--- src/rtl/dynamixel_pkg.sv ---
// Shared Dynamixel Protocol 2.0 definitions: framing constants, parser
// state encoding and the CRC-16 byte update used by the transmitters too.
package dynamixel_pkg;

    localparam logic [7:0] HDR1            = 8'hFF;
    localparam logic [7:0] HDR2            = 8'hFF;
    localparam logic [7:0] HDR3            = 8'hFD;
    localparam logic [7:0] RSV             = 8'h00;
    localparam logic [7:0] INST_STATUS     = 8'h55;
    localparam logic [7:0] INST_SYNC_WRITE = 8'h83;

    localparam logic [15:0] CRC_POLY = 16'h8005;

    // Status packet parser states, in packet byte order.
    typedef enum logic [3:0] {
        ST_H1,
        ST_H2,
        ST_H3,
        ST_RSV,
        ST_ID,
        ST_LEN_L,
        ST_LEN_H,
        ST_INSTR,
        ST_ERR,
        ST_PARAM,
        ST_CRC_L,
        ST_CRC_H
    } rx_state_e;

    // CRC-16 (poly 0x8005, no reflection), one byte folded in MSB first.
    function automatic logic [15:0] crc16(input logic [15:0] crc_in,
                                          input logic [7:0]  data_in);
        logic [15:0] c;
        c = crc_in ^ {data_in, 8'h00};
        for (int i = 0; i < 8; i++) begin
            c = c[15] ? ((c << 1) ^ CRC_POLY) : (c << 1);
        end
        return c;
    endfunction

endpackage

--- src/rtl/dynamixel_crc16.sv ---
// Per-byte CRC-16 accumulator. clear alone zeroes the register; clear
// together with enable restarts the CRC from zero with data_in folded in,
// so a header hunt can restart on a fresh FF without losing that byte.
module dynamixel_crc16
    import dynamixel_pkg::*;
(
    input  logic        clock,
    input  logic        reset,
    input  logic        clear,
    input  logic        enable,
    input  logic [7:0]  data_in,
    output logic [15:0] crc
);

    logic [15:0] crc_d;
    logic [15:0] crc_q;

    // Next CRC value from the clear/enable controls.
    always_comb begin
        // NOTE: default first so every path assigns crc_d and no latch is inferred.
        crc_d = crc_q;
        if (enable) begin
            crc_d = crc16(clear ? 16'h0000 : crc_q, data_in);
        end else if (clear) begin
            crc_d = 16'h0000;
        end
    end

    // CRC register with synchronous reset.
    always_ff @(posedge clock) begin
        // NOTE: non-blocking assignments so all flops update from pre-edge values.
        if (reset) begin
            crc_q <= 16'h0000;
        end else begin
            crc_q <= crc_d;
        end
    end

    assign crc = crc_q;

endmodule

--- src/rtl/dynamixel_status_rx.sv ---
// Dynamixel 2.0 Status packet receiver: header hunt, byte de-stuffing,
// CRC-16 check and a registered single-cycle result or error strobe.
module dynamixel_status_rx
    import dynamixel_pkg::*;
#(
    parameter int timeout_clocks = 10000
) (
    input  logic        clock,
    input  logic        reset,
    input  logic        rx_valid,
    input  logic [7:0]  rx_byte,
    output logic        packet_valid,
    output logic [7:0]  packet_id,
    output logic [7:0]  packet_error,
    output logic [15:0] param_count,
    output logic [31:0] data,
    output logic        crc_error,
    output logic        format_error,
    output logic        timeout
);

    localparam int TO_W = $clog2(timeout_clocks + 1);
    localparam logic [TO_W-1:0] TO_LAST = TO_W'(timeout_clocks - 1);

    rx_state_e   state_d, state_q;
    logic [15:0] rem_d, rem_q;          // counted bytes left, CRC included
    logic [15:0] len_d, len_q;          // LEN field of the packet in flight
    logic [7:0]  len_lo_d, len_lo_q;
    logic [7:0]  id_acc_d, id_acc_q;
    logic [7:0]  err_acc_d, err_acc_q;
    logic [31:0] data_acc_d, data_acc_q;
    logic [2:0]  idx_d, idx_q;          // de-stuffed param index, saturates at 4
    logic [23:0] hist_d, hist_q;        // last three raw body bytes
    logic [7:0]  crc_lo_d, crc_lo_q;
    logic [TO_W-1:0] to_cnt_d, to_cnt_q;

    logic        packet_valid_d, packet_valid_q;
    logic        crc_error_d, crc_error_q;
    logic        format_error_d, format_error_q;
    logic        timeout_d, timeout_q;
    logic [7:0]  packet_id_d, packet_id_q;
    logic [7:0]  packet_error_d, packet_error_q;
    logic [15:0] param_count_d, param_count_q;
    logic [31:0] data_d, data_q;

    logic        crc_clear;
    logic        crc_en;
    logic [15:0] crc_value;
    logic [15:0] rem_dec;
    logic        stuff_byte;

    dynamixel_crc16 u_crc (
        .clock   (clock),
        .reset   (reset),
        .clear   (crc_clear),
        .enable  (crc_en),
        .data_in (rx_byte),
        .crc     (crc_value)
    );

    // Parser next-state, counters, capture and result/pulse generation.
    always_comb begin
        state_d        = state_q;
        rem_d          = rem_q;
        len_d          = len_q;
        len_lo_d       = len_lo_q;
        id_acc_d       = id_acc_q;
        err_acc_d      = err_acc_q;
        data_acc_d     = data_acc_q;
        idx_d          = idx_q;
        hist_d         = hist_q;
        crc_lo_d       = crc_lo_q;
        to_cnt_d       = to_cnt_q;
        packet_valid_d = 1'b0;
        crc_error_d    = 1'b0;
        format_error_d = 1'b0;
        timeout_d      = 1'b0;
        packet_id_d    = packet_id_q;
        packet_error_d = packet_error_q;
        param_count_d  = param_count_q;
        data_d         = data_q;
        crc_clear      = 1'b0;
        crc_en         = 1'b0;

        rem_dec    = rem_q - 16'd1;
        stuff_byte = (state_q == ST_PARAM) && (hist_q == {HDR1, HDR2, HDR3})
                     && (rx_byte == HDR3);

        if (rx_valid) begin
            to_cnt_d = '0;
            case (state_q)
                ST_H1: begin
                    // A fresh FF restarts the CRC with itself as first byte.
                    crc_clear = 1'b1;
                    if (rx_byte == HDR1) begin
                        crc_en  = 1'b1;
                        state_d = ST_H2;
                    end
                end
                ST_H2: begin
                    if (rx_byte == HDR2) begin
                        crc_en  = 1'b1;
                        state_d = ST_H3;
                    end else begin
                        crc_clear = 1'b1;
                        state_d   = ST_H1;
                    end
                end
                ST_H3: begin
                    // Extra FFs keep the last two as the header; CRC already
                    // holds exactly FF FF, so it is left untouched.
                    if (rx_byte == HDR3) begin
                        crc_en  = 1'b1;
                        state_d = ST_RSV;
                    end else if (rx_byte != HDR2) begin
                        crc_clear = 1'b1;
                        state_d   = ST_H1;
                    end
                end
                ST_RSV: begin
                    if (rx_byte == RSV) begin
                        crc_en  = 1'b1;
                        state_d = ST_ID;
                    end else begin
                        format_error_d = 1'b1;
                        crc_clear      = 1'b1;
                        state_d        = ST_H1;
                    end
                end
                ST_ID: begin
                    crc_en   = 1'b1;
                    id_acc_d = rx_byte;
                    hist_d   = '0;
                    state_d  = ST_LEN_L;
                end
                ST_LEN_L: begin
                    crc_en   = 1'b1;
                    len_lo_d = rx_byte;
                    state_d  = ST_LEN_H;
                end
                ST_LEN_H: begin
                    if ({rx_byte, len_lo_q} < 16'd4) begin
                        format_error_d = 1'b1;
                        crc_clear      = 1'b1;
                        state_d        = ST_H1;
                    end else begin
                        crc_en  = 1'b1;
                        rem_d   = {rx_byte, len_lo_q};
                        len_d   = {rx_byte, len_lo_q};
                        state_d = ST_INSTR;
                    end
                end
                ST_INSTR: begin
                    if (rx_byte != INST_STATUS) begin
                        format_error_d = 1'b1;
                        crc_clear      = 1'b1;
                        state_d        = ST_H1;
                    end else begin
                        crc_en  = 1'b1;
                        rem_d   = rem_dec;
                        hist_d  = {hist_q[15:0], rx_byte};
                        state_d = ST_ERR;
                    end
                end
                ST_ERR: begin
                    crc_en     = 1'b1;
                    err_acc_d  = rx_byte;
                    rem_d      = rem_dec;
                    hist_d     = {hist_q[15:0], rx_byte};
                    data_acc_d = '0;
                    idx_d      = '0;
                    state_d    = (rem_dec == 16'd2) ? ST_CRC_L : ST_PARAM;
                end
                ST_PARAM: begin
                    crc_en = 1'b1;
                    if (stuff_byte) begin
                        // Stuffing FD: covered by the CRC, otherwise invisible.
                        hist_d = '0;
                    end else begin
                        rem_d  = rem_dec;
                        hist_d = {hist_q[15:0], rx_byte};
                        if (idx_q < 3'd4) begin
                            data_acc_d[{idx_q[1:0], 3'b000} +: 8] = rx_byte;
                            idx_d = idx_q + 3'd1;
                        end
                        if (rem_dec == 16'd2) begin
                            state_d = ST_CRC_L;
                        end
                    end
                end
                ST_CRC_L: begin
                    crc_lo_d = rx_byte;
                    state_d  = ST_CRC_H;
                end
                ST_CRC_H: begin
                    crc_clear = 1'b1;
                    state_d   = ST_H1;
                    if ({rx_byte, crc_lo_q} == crc_value) begin
                        packet_valid_d = 1'b1;
                        packet_id_d    = id_acc_q;
                        packet_error_d = err_acc_q;
                        param_count_d  = len_q - 16'd4;
                        data_d         = data_acc_q;
                    end else begin
                        crc_error_d = 1'b1;
                    end
                end
                default: begin
                    crc_clear = 1'b1;
                    state_d   = ST_H1;
                end
            endcase
        end else if (state_q != ST_H1) begin
            // A byte in the same cycle always wins, so only idle cycles count.
            if (to_cnt_q == TO_LAST) begin
                timeout_d = 1'b1;
                crc_clear = 1'b1;
                to_cnt_d  = '0;
                state_d   = ST_H1;
            end else begin
                to_cnt_d = to_cnt_q + 1'b1;
            end
        end
    end

    // State, working registers and registered outputs.
    always_ff @(posedge clock) begin
        if (reset) begin
            state_q        <= ST_H1;
            rem_q          <= '0;
            len_q          <= '0;
            len_lo_q       <= '0;
            id_acc_q       <= '0;
            err_acc_q      <= '0;
            data_acc_q     <= '0;
            idx_q          <= '0;
            hist_q         <= '0;
            crc_lo_q       <= '0;
            to_cnt_q       <= '0;
            packet_valid_q <= 1'b0;
            crc_error_q    <= 1'b0;
            format_error_q <= 1'b0;
            timeout_q      <= 1'b0;
            packet_id_q    <= '0;
            packet_error_q <= '0;
            param_count_q  <= '0;
            data_q         <= '0;
        end else begin
            state_q        <= state_d;
            rem_q          <= rem_d;
            len_q          <= len_d;
            len_lo_q       <= len_lo_d;
            id_acc_q       <= id_acc_d;
            err_acc_q      <= err_acc_d;
            data_acc_q     <= data_acc_d;
            idx_q          <= idx_d;
            hist_q         <= hist_d;
            crc_lo_q       <= crc_lo_d;
            to_cnt_q       <= to_cnt_d;
            packet_valid_q <= packet_valid_d;
            crc_error_q    <= crc_error_d;
            format_error_q <= format_error_d;
            timeout_q      <= timeout_d;
            packet_id_q    <= packet_id_d;
            packet_error_q <= packet_error_d;
            param_count_q  <= param_count_d;
            data_q         <= data_d;
        end
    end

    assign packet_valid = packet_valid_q;
    assign crc_error    = crc_error_q;
    assign format_error = format_error_q;
    assign timeout      = timeout_q;
    assign packet_id    = packet_id_q;
    assign packet_error = packet_error_q;
    assign param_count  = param_count_q;
    assign data         = data_q;

endmodule

--- config.mk ---
export PLATFORM = sky130hd
export DESIGN_NAME = dynamixel_status_rx
export DESIGN_NICKNAME = d
export VERILOG_FILES = /design/src/rtl/dynamixel_pkg.sv /design/src/rtl/dynamixel_crc16.sv /design/src/rtl/dynamixel_status_rx.sv
export SDC_FILE = /design/constraint.sdc
export NUM_CORES = 1
export LEC_CHECK = 0
export ABC_AREA = 1
export CORE_MARGIN = 3
export CORE_UTILIZATION = 30
export DETAILED_ROUTE_END_ITERATION = 12
export GPL_TIMING_DRIVEN = 0
export HOLD_SLACK_MARGIN = 0.05
export PLACE_DENSITY = 0.54
export REMOVE_ABC_BUFFERS = 1
export SLEW_MARGIN = 20
export SYNTH_ARGS = -nofsm -noshare
export SYNTH_HDL_FRONTEND = slang
export SYNTH_HIERARCHICAL = 1
export SYNTH_SLANG_ARGS = --single-unit
--- constraint.sdc ---
create_clock -name clock -period 6.4 [get_ports clock]
set_input_delay 1.28 -clock clock [delete_from_list [all_inputs] [get_ports clock]]
set_output_delay 1.28 -clock clock [all_outputs]
set_load 0.01 [all_outputs]
==> impl_metrics.ini, run 1 <==
[synth]
synthArstFlopShare_pct = 0
synth-edff-count = 0
ys_types = 54
postSynthAreaPerCell_um2 = 7.09
synth_cells = 1503
synth_seq_area_share_pct = 42.3
ys_ff_latch = 225
synth_area_um2 = 10700
ys_warn_count = 6
synth_ff_type = dfxtp_1

[sta]
skew_ns = 0.0281
holdWs_ns = 0.451
period_minus_slack_ns = 5.13
drv_slew = 0
period_share_pct = 80.1
fmax_mhz = 195
grt_setup_unrepaired = no
max-slew-margin-rel_pct = 39.6
setup-violations-final = 0
hold_violations = 0
worst_slew_pin_slew_ns = 0.904

[layout]
fin_area_um2 = 12700
antenna_cells = 0
final_cell_mix = nand2_1 (241), dfxtp_1 (225), nor2_1 (207)
drive_gt1_share_pct = 7.06
fin_cells = 2012
fillCellCount = 3718
postLayoutCoreUtil_pct = 36.4
area_growth_pct = 18.9
fin_nets = 1557
final_common_cell = nand2_1

[die]
die_x_um = 194
row_count = 68
dieArea_um2 = 37800
io_pins = 79
start_util_pct = 30.6
fp.dieH_um = 194
core_um2 = 34800

[clock_tree]
worstSkewPairLatency_ns = 0.54
numCtsBuffers = 26
cts_hold_buf = 0
clockRootBuffer = clkbuf_16
clk_pin_slew_ns = 0.06
clkSinkCount = 225
tritoncts = yes
cts-resized-gates = 0
cts_max_path_buffers = 3
cts_setup_buffers = 0
cts_htree_levels = 1

[drt]
post_drt_wl_per_cell_um = 14.4
drc = 0
vias = 9655
drtIter0Drc = 612
dr.pass1.iters = 5
wl_um = 29000
vias_per_cell = 4.80
ant_nets = 0

[power]
seq_power_share_pct = 43.2
swShare_pct = 26.8
power_frac_comb_pct = 11.8
clock_power_share_pct = 45.0
p_int_mw = 2.48
power_leakage_nw = 5.18
p_sw_mw = 0.906
peakVddDrop_uv = 176
power_density_nw_per_um2 = 267

[critical_path]
critical_path.max_fanout = 19
endpoint_kind = flop
worstSetupPathType = in2reg
cp.arrival_ns = 5.58
critPathLaunchType = input pin
reg2reg_slack_ns = 2.78
crit_required_ns = 6.85

[place]
gp_routability_congestion = 0.866
hpwl_um = 19500
dp.cells = 1965
portBuffers = 78
dpl_cell_area_um2 = 11800

[global_routing]
grt_pass1_wl_um = 46800
grt_usage_pct = 14.7
antenna_found_initial = 1
grt_pass1_vias = 8812
grt_max_degree = 88
overflow = 0

[job]
maxCapViolations = 0

[run_status]
status = finished clean

[hold_path]
hold_class = reg2reg
[state kept, by name, indices dropped and copies added (netlist names)]
signal,flops
u_crc/crc,16
crc_error,1
idx_q,3
to_cnt_q,14
rem_q,16
format_error,1
state_q,4
param_count,16
data,32
hist_q,24
id_acc_q,8
packet_id,8
crc_lo_q,8
packet_valid,1
len_q,16
data_acc_q,32
len_lo_q,8
packet_error,8
timeout,1
err_acc_q,8
[cells in the mapped netlist, types with 2 or more instances]
master / instances / area (um2)
a21oi_1: 157 / 786
o211ai_1: 3 / 22.5
buf_2: 30 / 150
ha_1: 8 / 100
inv_1: 146 / 548
nor2_1: 209 / 785
nor2_2: 3 / 18.8
nand2_1: 241 / 905
nor3b_1: 3 / 22.5
dfxtp_1: 225 / 4500
nor2_4: 2 / 22.5
nand3b_1: 3 / 22.5
buf_6: 2 / 22.5
buf_1: 3 / 11.3
o21a_1: 3 / 22.5
nand2_2: 9 / 56.3
inv_2: 12 / 45.0
a31oi_1: 5 / 31.3
clkbuf_1: 40 / 150
or2_2: 2 / 12.5
xnor2_1: 12 / 105
nand3_2: 10 / 100
nand4_1: 28 / 175
nor4_1: 6 / 37.5
o21ai_1: 15 / 75.1
clkinv_1: 5 / 18.8
xor2_1: 22 / 193
nor3_1: 36 / 180
nand3_1: 53 / 265
mux2i_1: 2 / 20.0
inv_4: 2 / 12.5
nand2_4: 7 / 78.8
nand3_4: 2 / 35.0
o21ai_0: 177 / 886
[layer usage]
layer	vias to the layer above	global-route usage, %	part of all wire, %
met5	-	0	0
li1	5001	-	-
met4	0	4.36	2.9
met3	50	2.62	5.4
met1	4419	20.7	49
met2	185	23.1	43
[area by class of cell]
| type | instances | area [um2] | share of cell area, % |
|---|---|---|---|
| Inverter | 165 | 629 | 4.96 |
| Multi-Input combinational cell | 1037 | 5210 | 41.1 |
| Timing Repair Buffer | 83 | 878 | 6.93 |
| Sequential cell | 225 | 4500 | 35.5 |
| Clock inverter | 11 | 154 | 1.21 |
| Clock buffer | 36 | 728 | 5.74 |
| Tap cell | 455 | 569 | 4.49 |
[power groups by stage]
stage | Combinational, mW | Sequential, mW | Clock [mW]
3_3_place_gp | 0.391 | 1.49 | 0
4_1_cts | 0.400 | 1.46 | 1.57
3_5_place_dp | 0.398 | 1.49 | 0
5_1_grt | 0.454 | 1.47 | 1.63
6_report | 0.399 | 1.46 | 1.52
2_1_floorplan | 0.286 | 1.49 | 0
[path summary, 6_finish.rpt]
check                                    start  depth (start not counted)            end
worst max-delay path                rx_byte[2]                         22  u_crc/crc[15]
worst min-delay path            data_acc_q[13]                          2       data[13]
worst max register to register      state_q[1]                         22  u_crc/crc[15]
worst min register to register  data_acc_q[13]                          2       data[13]
[metrics by stage]
step | TNS [ns] | setup slack (ns) | power, mW
after floorplan | 0 | 0.503 | 1.77
after global placement | -306.72 | -4.56 | 1.88
after detailed placement | 0 | 0.500 | 1.89
after CTS | 0 | 1.08 | 3.43
after global routing | 0 | 0.918 | 3.55
final | 0 | 1.27 | 3.39
[cell families after synthesis]
kind of cell    Yosys count  synth area share [%]
compound gates          371                  18.3
mux                       2                 0.188
flops                   225                  42.3
xor+xnor                 35                  3.05
fa+ha+maj                 8                 0.939
buf+inv                 241                  9.04
simple gates            621                  26.2
[critical path, cell delays in order]
cell and delay, ns:
clkdlybuf4s50_1 1.04, inv_1 0.38, nor2_1 0.18, nand4_1 0.16
nand2_1 0.11, o21ai_1 0.08, a21oi_1 0.25, a41oi_1 0.25
inv_4 0.26, nand2_1 0.12, xor2_1 0.34, inv_1 0.13
nand3_2 0.13, nand3_2 0.12, nand3_1 0.19, nand3_2 0.13
nand3_2 0.08, nand2_1 0.07, nand2_1 0.06, nand3_1 0.08
nand2_1 0.10, inv_1 0.04
Power figures use the tool's default switching activity.
==> run 2: changes to the inputs <==
--- a/config.mk
+++ b/config.mk
@@ -11,7 +11,7 @@
 export DETAILED_ROUTE_END_ITERATION = 12
 export GPL_TIMING_DRIVEN = 0
 export HOLD_SLACK_MARGIN = 0.05
-export PLACE_DENSITY = 0.54
+export PLACE_DENSITY = 0.56
 export REMOVE_ABC_BUFFERS = 1
 export SLEW_MARGIN = 20
 export SYNTH_ARGS = -nofsm -noshare
==> constraint.sdc (replaced) <==
create_clock -name clock -period 4.4 [get_ports clock]
set_input_delay 0.88 -clock clock [delete_from_list [all_inputs] [get_ports clock]]
set_output_delay 0.88 -clock clock [all_outputs]
set_load 0.01 [all_outputs]
==> impl_metrics.ini, run 2 (synthesized netlist as in run 1, its figures left out) <==
[drt]
wl_um = 29200
post_drt_wl_per_cell_um = 14.5
dr.pass1.iters = 5
ant_nets = 0
drtIter0Drc = 555
vias_per_cell = 4.81
drc = 0
vias = 9664

[die]
die_x_um = 194
io_pins = 79
core_um2 = 34800
row_count = 68
start_util_pct = 30.6
dieArea_um2 = 37800
fp.dieH_um = 194

[sta]
setup-violations-final = 0
max-slew-margin-rel_pct = 40.9
grt_setup_unrepaired = no
drv_slew = 0
fmax_mhz = 244
period_share_pct = 93.3
skew_ns = 0.0190
period_minus_slack_ns = 4.11
worst_slew_pin_slew_ns = 0.886
hold_violations = 0
layout_setup_ws_ns = 0.294
finalSetupTns_ns = 0

[clock_tree]
cts_htree_levels = 1
clk_pin_slew_ns = 0.06
numCtsBuffers = 26
cts_setup_buffers = 0
tritoncts = yes
clkSinkCount = 225
clockRootBuffer = clkbuf_16
worstSkewPairLatency_ns = 0.53
cts_max_path_buffers = 3

[global_routing]
grt_max_degree = 105
grt_pass1_vias = 9058
overflow = 0
grt_pass1_wl_um = 47500
grt_usage_pct = 14.9
antenna_found_initial = 2

[place]
dp.cells = 1965
post-place-ws_ns = -0.994
dpl_cell_area_um2 = 11800
portBuffers = 78
hpwl_um = 19600
gp_routability_congestion = 0.867

[critical_path]
crit_path_start = rx_byte[2]
reg2reg_depth = 22
crit_required_ns = 4.83
rr_endpoint = u_crc/crc[15]
reg2reg_slack_ns = 0.72
critical_path.max_fanout = 19
worstSetupPathType = in2reg
endpoint_kind = flop
timing.rr.start = state_q[1]
critPathLaunchType = input pin
cp.arrival_ns = 4.54

[layout]
final_cell_mix = nand2_1 (241), dfxtp_1 (225), nor2_1 (207)
fin_nets = 1557
area_growth_pct = 18.5
fin_area_um2 = 12600
drive_gt1_share_pct = 7.60
final_common_cell = nand2_1
fin_cells = 2009

[run_status]
status = finished clean

[power]
power_density_nw_per_um2 = 385
p_total_mw = 4.86
peakVddDrop_uv = 253
power_leakage_nw = 5.18

[hold_path]
hold_class = reg2reg
min_path_cells = 1
min-delay-start = len_q[2]
hold_end = param_count[2]

[job]
maxCapViolations = 0
run 2: per-stage QoR:
step	hold WS [ns]	util (%)
floorplan	0.408	-
CTS	0.436	36.4
detailed placement	0.429	33.9
global route	0.470	36.3
finish	0.434	36.3
global placement	0.425	33.5
run 2: area by class of cell:
| type | count | area (um2) |
|---|---|---|
| Fill cell | 3701 | 22200 |
| Timing Repair Buffer | 83 | 853 |
| Clock buffer | 37 | 762 |
| Inverter | 165 | 633 |
| Antenna cell | 1 | 2.50 |
| Multi-Input combinational cell | 1037 | 5210 |
| Clock inverter | 6 | 95.1 |
| Tap cell | 455 | 569 |
| Sequential cell | 225 | 4500 |
run 2: worst max path at each step:
stage	slack, ns	end
5_1_grt	0.03	u_crc/crc[15]
3_3_place_gp	-6.35	packet_id[7]
3_5_place_dp	-0.99	u_crc/crc[15]
6_report	0.29	u_crc/crc[15]
4_1_cts	0.03	u_crc/crc[15]
2_1_floorplan	-1.10	param_count[13]
run 2: critical path: stages:
cell	delay, ns
buf_2	0.39
clkinvlp_4	0.37
nor2_1	0.16
nand4_1	0.14
nand2_1	0.10
o21ai_1	0.08
a21oi_1	0.24
a41oi_1	0.25
inv_4	0.27
nand3_1	0.16
nand2_4	0.16
nand2_4	0.07
nand2_4	0.11
nand2_4	0.07
nand2_4	0.10
nand2_1	0.07
nand3_2	0.10
nand2_2	0.09
nand2_2	0.10
nand3_2	0.08
nand3_1	0.12
nand2_1	0.09
nand2_1	0.07
nand3_1	0.12
nand2_1	0.11
inv_1	0.04
run 2: what timing repair did:
action	CTS	global route
pin swaps	0	0
gates resized for setup	11	17
endpoints found under the setup margin	7	5
hold buffers	0	0
run 2: metal layers:
metal  track usage (%)  up-vias  wire length [um]
met1              21.0     4437             14200
met3              2.58       42              1470
met2              23.8      193             12900
met4              3.64        2               588
li1                  -     4990                 -
met5                 0        -                13
run 2: power breakdown:
group / internal [mW] / leakage [nW] / switching (mW)
sequential: 2.09 / 1.82 / 0.0385
clock: 1.31 / 0.423 / 0.839
combinational: 0.175 / 2.94 / 0.406
total: 3.58 / 5.18 / 1.28
